`src/rtl/mips_regfile_status.sv`:
```
// 2-read/1-write register file with hardwired r0 and a maskable 4-bit status flag register.
// Optional macro REGFILE_BYPASS_EN enables write-first forwarding on reads and status.
module mips_regfile_status #(
  parameter int DATA_WIDTH   = 32,
  parameter int ADDR_WIDTH   = 5,
  parameter int STATUS_WIDTH = 4
) (
  input  logic                    clk,
  input  logic                    reset,
  input  logic [ADDR_WIDTH-1:0]   rs_addr,
  input  logic [ADDR_WIDTH-1:0]   rt_addr,
  output logic [DATA_WIDTH-1:0]   rs_data,
  output logic [DATA_WIDTH-1:0]   rt_data,
  input  logic                    we,
  input  logic [ADDR_WIDTH-1:0]   wr_addr,
  input  logic [DATA_WIDTH-1:0]   wr_data,
  input  logic [STATUS_WIDTH-1:0] status_we,
  input  logic [STATUS_WIDTH-1:0] status_in,
  output logic [STATUS_WIDTH-1:0] status_out
);

  localparam int NUM_REGS = 2 ** ADDR_WIDTH;

  logic [DATA_WIDTH-1:0]   regs_reg [NUM_REGS];
  logic [STATUS_WIDTH-1:0] flag_reg;
  logic                    wr_valid;

  // Writes to r0 are dropped here, so r0 stays at its reset value of zero.
  assign wr_valid = we && (wr_addr != '0);

  always_ff @(posedge clk) begin
    if (reset) begin
      for (int i = 0; i < NUM_REGS; i++) begin
        regs_reg[i] <= '0;
      end
    end else if (wr_valid) begin
      regs_reg[wr_addr] <= wr_data;
    end
  end

  generate
    for (genvar gi = 0; gi < STATUS_WIDTH; gi++) begin : g_flag
      always_ff @(posedge clk) begin
        if (reset) begin
          flag_reg[gi] <= 1'b0;
        end else if (status_we[gi]) begin
          flag_reg[gi] <= status_in[gi];
        end
      end

`ifdef REGFILE_BYPASS_EN
      assign status_out[gi] = status_we[gi] ? status_in[gi] : flag_reg[gi];
`else
      assign status_out[gi] = flag_reg[gi];
`endif
    end
  endgenerate

  function automatic logic [DATA_WIDTH-1:0] read_port(input logic [ADDR_WIDTH-1:0] addr);
    logic [DATA_WIDTH-1:0] value;
    value = regs_reg[addr];
`ifdef REGFILE_BYPASS_EN
    if (wr_valid && (wr_addr == addr)) begin
      value = wr_data;
    end
`endif
    if (addr == '0) begin
      value = '0;
    end
    return value;
  endfunction

  assign rs_data = read_port(rs_addr);
  assign rt_data = read_port(rt_addr);

endmodule

```
`config.mk`:
```
export PLATFORM = sky130hd
export DESIGN_NAME = mips_regfile_status
export DESIGN_NICKNAME = d
export VERILOG_FILES = /design/src/rtl/mips_regfile_status.sv
export SDC_FILE = /design/constraint.sdc
export NUM_CORES = 2
export LEC_CHECK = 0
export BUFFER_PORTS_ARGS = -buffer_cell sky130_fd_sc_hd__buf_2
export CORE_ASPECT_RATIO = 0.7
export CORE_UTILIZATION = 57
export DETAILED_ROUTE_END_ITERATION = 7
export GPL_ROUTABILITY_DRIVEN = 0
export PLACE_DENSITY_LB_ADDON = 0.15
export SYNTH_ARGS = -nofsm -noshare
export SYNTH_HDL_FRONTEND = slang
export SYNTH_SLANG_ARGS = --single-unit
export TNS_END_PERCENT = 1
```
`constraint.sdc`:
```
create_clock -name clk -period 1.94 [get_ports clk]
set_input_delay 0.097 -clock clk [delete_from_list [all_inputs] [get_ports clk]]
set_output_delay 0.097 -clock clk [all_outputs]
set_load 0.02 [all_outputs]
```
## Word-level counts from Yosys, hierarchy flattened

Memory sizes are Yosys's and may differ from the RTL's.
Index checks and enable logic that the tools add are counted.

| storage, ports and cells | value |
|---|---|
| memories kept | 1 |
| bits in latches | 0 |
| register bits | 4 |
| word-level logic and storage cells | 20 |
| memory bits (read-only) | 0 |
| bits in writable memories | 1024 |

Memory list:

| memory | words | bits a word | read ports | clocked after Yosys merged registers in | wr ports | line | text |
|---|---|---|---|---|---|---|---|
| regs_reg | 32 | 32 | 2 | 0 | 32 | 24 | `logic [DATA_WIDTH-1:0] regs_reg [NUM_REGS];` |

| operators by class | value |
|---|---|
| order comparisons | 0 |
| equal/unequal tests | 0 |
| bitwise gates (word level) | 0 |
| mux-type cells | 10 |
| add/sub/neg operators | 0 |
| multipliers | 0 |
| shift-type cells | 0 |
| reductions and logical operators | 5 |
| divide/modulo/power cells | 0 |

Operators with widths:

| kind | number |
|---|---|
| 32-bit two-way mux | 3 |
| 32-bit OR reduction | 1 |
| 5-bit logical NOT | 2 |
| 1-bit two-way mux | 6 |
| 5-bit two-way mux | 1 |
| 5-bit nonzero test | 1 |
| 1-bit logical AND | 1 |

## Depth between registers and ports, before layout

| logic depth | value |
|---|---|
| word-level depth | 7 |
| mapped depth | 9 |
| mapped depth without buffers | 4 |

## Worst setup path before layout

No wires, ideal clock.

| path | value |
|---|---|
| kind | in2out |
| start | input rt_addr[1] |
| end | output rt_data[17] |
| path slack | -111 ps |
| data arrival time | 1954 ps |
| required time | 1843 ps |
| stages | 9 |
| buffers on the path | 5 |
| path through | buf_2 > buf_6 > buf_6 > buf_4 > buf_2 > nor2_1 > a22oi_1 > a21oi_1 > nor4_1 |

| on the way | value |
|---|---|
| word-level cells in the longest chain between the ends | 2 |

Ends and longest elaborated chain:

| item | line | text |
|---|---|---|
| start: declaration | 11 | `input logic [ADDR_WIDTH-1:0] rt_addr,` |
| memory 32 x 32 bit or 5-bit logical NOT (tied branches) | -- |  |
| 32-bit two-way mux * | 67 | `if (addr == '0) begin` |
| end: declaration | 13 | `output logic [DATA_WIDTH-1:0] rt_data,` |

Mark *: on every way between the ends. The rest lies on a longest branch, timed or not.

==> results.tsv <==
stage	metric	value	unit
timing	worst_slew_pin_slew	922	ps
timing	fin_hold_ws	31.3	ps
routing	highest_layer	met5	
setup_path	crit_start	regs_reg[25][18]	
synth	muxShareOfSynthArea	0.231	
global_route	grt_overflow	0	
routing	routed-wl-met3	22700	um
cts	cts_tree	yes	
setup_path	path_class	flop to primary output	
floorplanning	die_w	371	um
floorplanning	die_area	0.0965	mm^2
min_path	worstHoldPathType	input pin to flop	
global_route	antenna_found_initial	8	
timing	setup_viol	64	
setup_path	reg2regPathDepth	3	
floorplanning	num_rows	94	
layout	nets	3925	
synth	synth_area	0.0543	mm^2
timing	relSlewSlack	0.384	
floorplanning	die_h	260	um
cts	cts-root-buf	clkbuf_16	
global_route	grt_use_total	0.373	
floorplanning	start_util	0.577	
power_and_ir_drop	p_per_area	834	mW/mm^2
layout	fillers	6092	
layout	syn_to_final_growth	19.1	%
timing	fin_crit_sh	1.44	
synth	yosys_warnings	0	
setup_path	worst-path-buf-inv	2	
timing	skew	0	ps
routing	route.met2.wl	81500	um
layout	drive_gt1_frac	0.371	
setup_path	cpMaxStageDelayCell	mux4_2	
cts	clk_latency	700	ps
timing	fin_crit	2800	ps
status	run_status	complete, but fails checks	
job	maxCapViolCount	0	
synth	synth_xor_xnor_area_share	0	
cts	cts_max_level	3	
timing	layout_setup_ws	-855	ps
synth	synth_fa_ha_area_frac	0	
timing	timing.final.hold_violations	0	
routing	wl_per_cell	34.4	um
routing	drt_pass1_iterations	5	
routing	drc_errors	0	
min_path	hp-start	wr_data[14]	
synth	synth_area_leaders	edfxtp_1, mux4_2, and2_1	
timing	grt_setup_unrepaired	true	
setup_path	r2r-start	status_out[1]	
routing	wl	179000	um
setup_path	arrival	2700	ps
timing	fin_setup_tns	-44730	ps
synth	synth_ff_type	edfxtp_1	
timing	timing.fmax	358	MHz
routing	drt_iter0_drc	5384	
placed_design	io_buffers	125	
synth	synth_compound_area_frac	0.0358	
synth	synth_edf_count	1024	
power_and_ir_drop	leakage	0.0231	uW
setup_path	cpPeakStageDelay	580	ps
timing	slew_viol_final	0	
routing	met1_length	65400	um
min_path	hold_depth	2	
synth	synth.top_cell.area_share	0.566	
setup_path	worstSetupStartpointType	flop	
synth	synth_seq_cells	1028	
routing	num_vias	36332	
synth	synth_top_family_by_area	multiplexers	
setup_path	end_kind	primary output	
global_route	grt_first_pass_wirelength	255000	um
setup_path	crit_cells	6	
power_and_ir_drop	finalPower	54000	uW
floorplanning	io_pins	126	
cts	clk_pin_slew	70	ps
synth	netlist-cell-type-count	43	
synth	synthSimpleGateAreaFrac	0.133	
cts	cts_buffer_depth	3	
routing	ant_nets	0	
setup_path	worstPathCellList	mux4_2, mux4_2, o22ai_2, buf_6, nor3_4, buf_6	
placed_design	hpwl	116000	um
synth	syn_inst	3515	
global_route	grt_pass1_vias	36449	
setup_path	r2r_slack	730	ps
synth	ys_async_sr_fraction	0	
global_route	grt_start_max_net_pins	68	
routing	viasPerCell	6.99	
cts	clock_sinks	1028	
synth	synth_top_area_cell	edfxtp_1	
synth	ys_seq_area_frac	0.568	
status	failed_checks	setup timing	
synth	syn_area_per_cell	15.5	um^2
cts	cts_made_buffers	99	
setup_path	worstPathRequired	1840	ps
setup_path	critical_path.top_delay_family	multiplexers	
power_and_ir_drop	ir_drop	0.691	mV
setup_path	cp_max_fo	2	
layout	largest_register_ffs	1024	
floorplanning	core-area	0.0942	mm^2
routing by layer:
metal / vias to the layer above / global-route usage
met1: 18521 / 0.516
met5: - / 0
li1: 14332 / -
met4: 8 / 0.168
met3: 512 / 0.0888
met2: 2959 / 0.567
per-stage QoR:
stage	utilization	std cells	instance area (um^2)	setup WS (ps)
2_1_floorplan	-	3546	54400	-111
3_3_place_gp	0.638	4996	60100	-663
3_5_place_dp	0.638	4996	60100	-700
4_1_cts	0.684	5194	64400	-868
5_1_grt	0.687	5196	64700	-883
6_report	0.687	5198	64700	-855
power by group:
part	total (uW)	internal [uW]	switching (uW)
registers	26400	25600	716
logic	7960	3720	4230
clock network	19600	10900	8720
what timing repair did:
item / 4_1_cts / 5_1_grt
gates resized for setup: 193 / 50
setup endpoints to repair: 64 / 64
endpoints found under the hold margin: 56 / 0
pin swaps: 61 / 15
hold buffers: 14 / 0
buffers inserted: 6 / 0
cloned: 0 / 0
logic make-up after synthesis:
| kind of cell | count (synthesis) |
|---|---|
| AOI/OAI and AO/OA | 256 |
| buffers and inverters | 389 |
| DFF | 1028 |
| muxes | 658 |
| other | 1 |
| and+or+nand+nor | 1183 |
synth_stat cells, drive strengths merged, types with 2 or more instances:
master      n
edfxtp   1024
and2      996
mux4      473
clkbuf    277
mux2i     154
buf       111
o22ai      80
nor3       53
a22o       49
nor2       39
a211oi     35
or2        33
mux2       31
a2111oi    28
o221ai     26
a22oi      16
nor2b      15
a21oi       9
nand2       8
nor4        8
nand2b      6
nand3       5
nand3b      5
a32o        4
dfxtp       4
or3b        4
a221oi      3
and3        3
nand4bb     2
o211a       2
o21ai       2
or3         2
cells in the final DEF (no fill, tap or decap), types with 6 or more instances in the layout:
cell type | Yosys | layout
a22o_1 | 49 | 35
o22ai_2 | 0 | 20
conb_1 | 1 | 32
o22ai_1 | 80 | 56
a2111oi_2 | 0 | 9
a21oi_1 | 9 | 9
and2_1 | 996 | 995
nor3_1 | 53 | 22
clkbuf_16 | 0 | 101
o221ai_1 | 26 | 26
mux2i_1 | 154 | 151
or2_2 | 33 | 33
mux4_2 | 473 | 473
buf_12 | 0 | 124
buf_2 | 51 | 87
dlygate4sd3_1 | 0 | 14
nor3_2 | 0 | 29
a22oi_1 | 16 | 14
a211oi_1 | 35 | 14
buf_6 | 14 | 20
a211oi_2 | 0 | 20
nand2_1 | 8 | 7
edfxtp_1 | 1024 | 1024
clkbuf_1 | 277 | 18
a2111oi_4 | 0 | 17
nor2_2 | 0 | 32
buf_4 | 31 | 360
clkinvlp_4 | 0 | 9
clkinv_2 | 0 | 22
mux2_2 | 31 | 30
clkinv_1 | 0 | 9
a22o_4 | 0 | 14
bufinv_16 | 0 | 9
nand2b_1 | 6 | 6
nor2b_1 | 15 | 13
nor2_1 | 39 | 7
final timing paths:
path	end
worst min-delay path	regs_reg[27][14]
worst min register to register	status_out[2]
worst max register to register	status_out[1]
worst max-delay path	rt_data[18]
worst register-to-register path, cell delays in order (launching register included):
cell and delay [ps]:
dfxtp_1 330, mux2i_1 120, dlygate4sd3_1 590, nor2_1 50
area by class of cell:
class / instances / area, um^2 / area share
flip-flops and latches: 1028 / 30800 / 0.477
multi-input cells: 2129 / 23000 / 0.356
repair buffers: 608 / 6030 / 0.0932
clock buffers: 123 / 2650 / 0.0410
well taps: 1248 / 1560 / 0.0241
clock inverters: 57 / 552 / 0.00853
diodes: 4 / 10.0 / 0.000155
inverters: 1 / 3.75 / 0.0000580
Note: power is estimated with default switching activity, not from simulation.
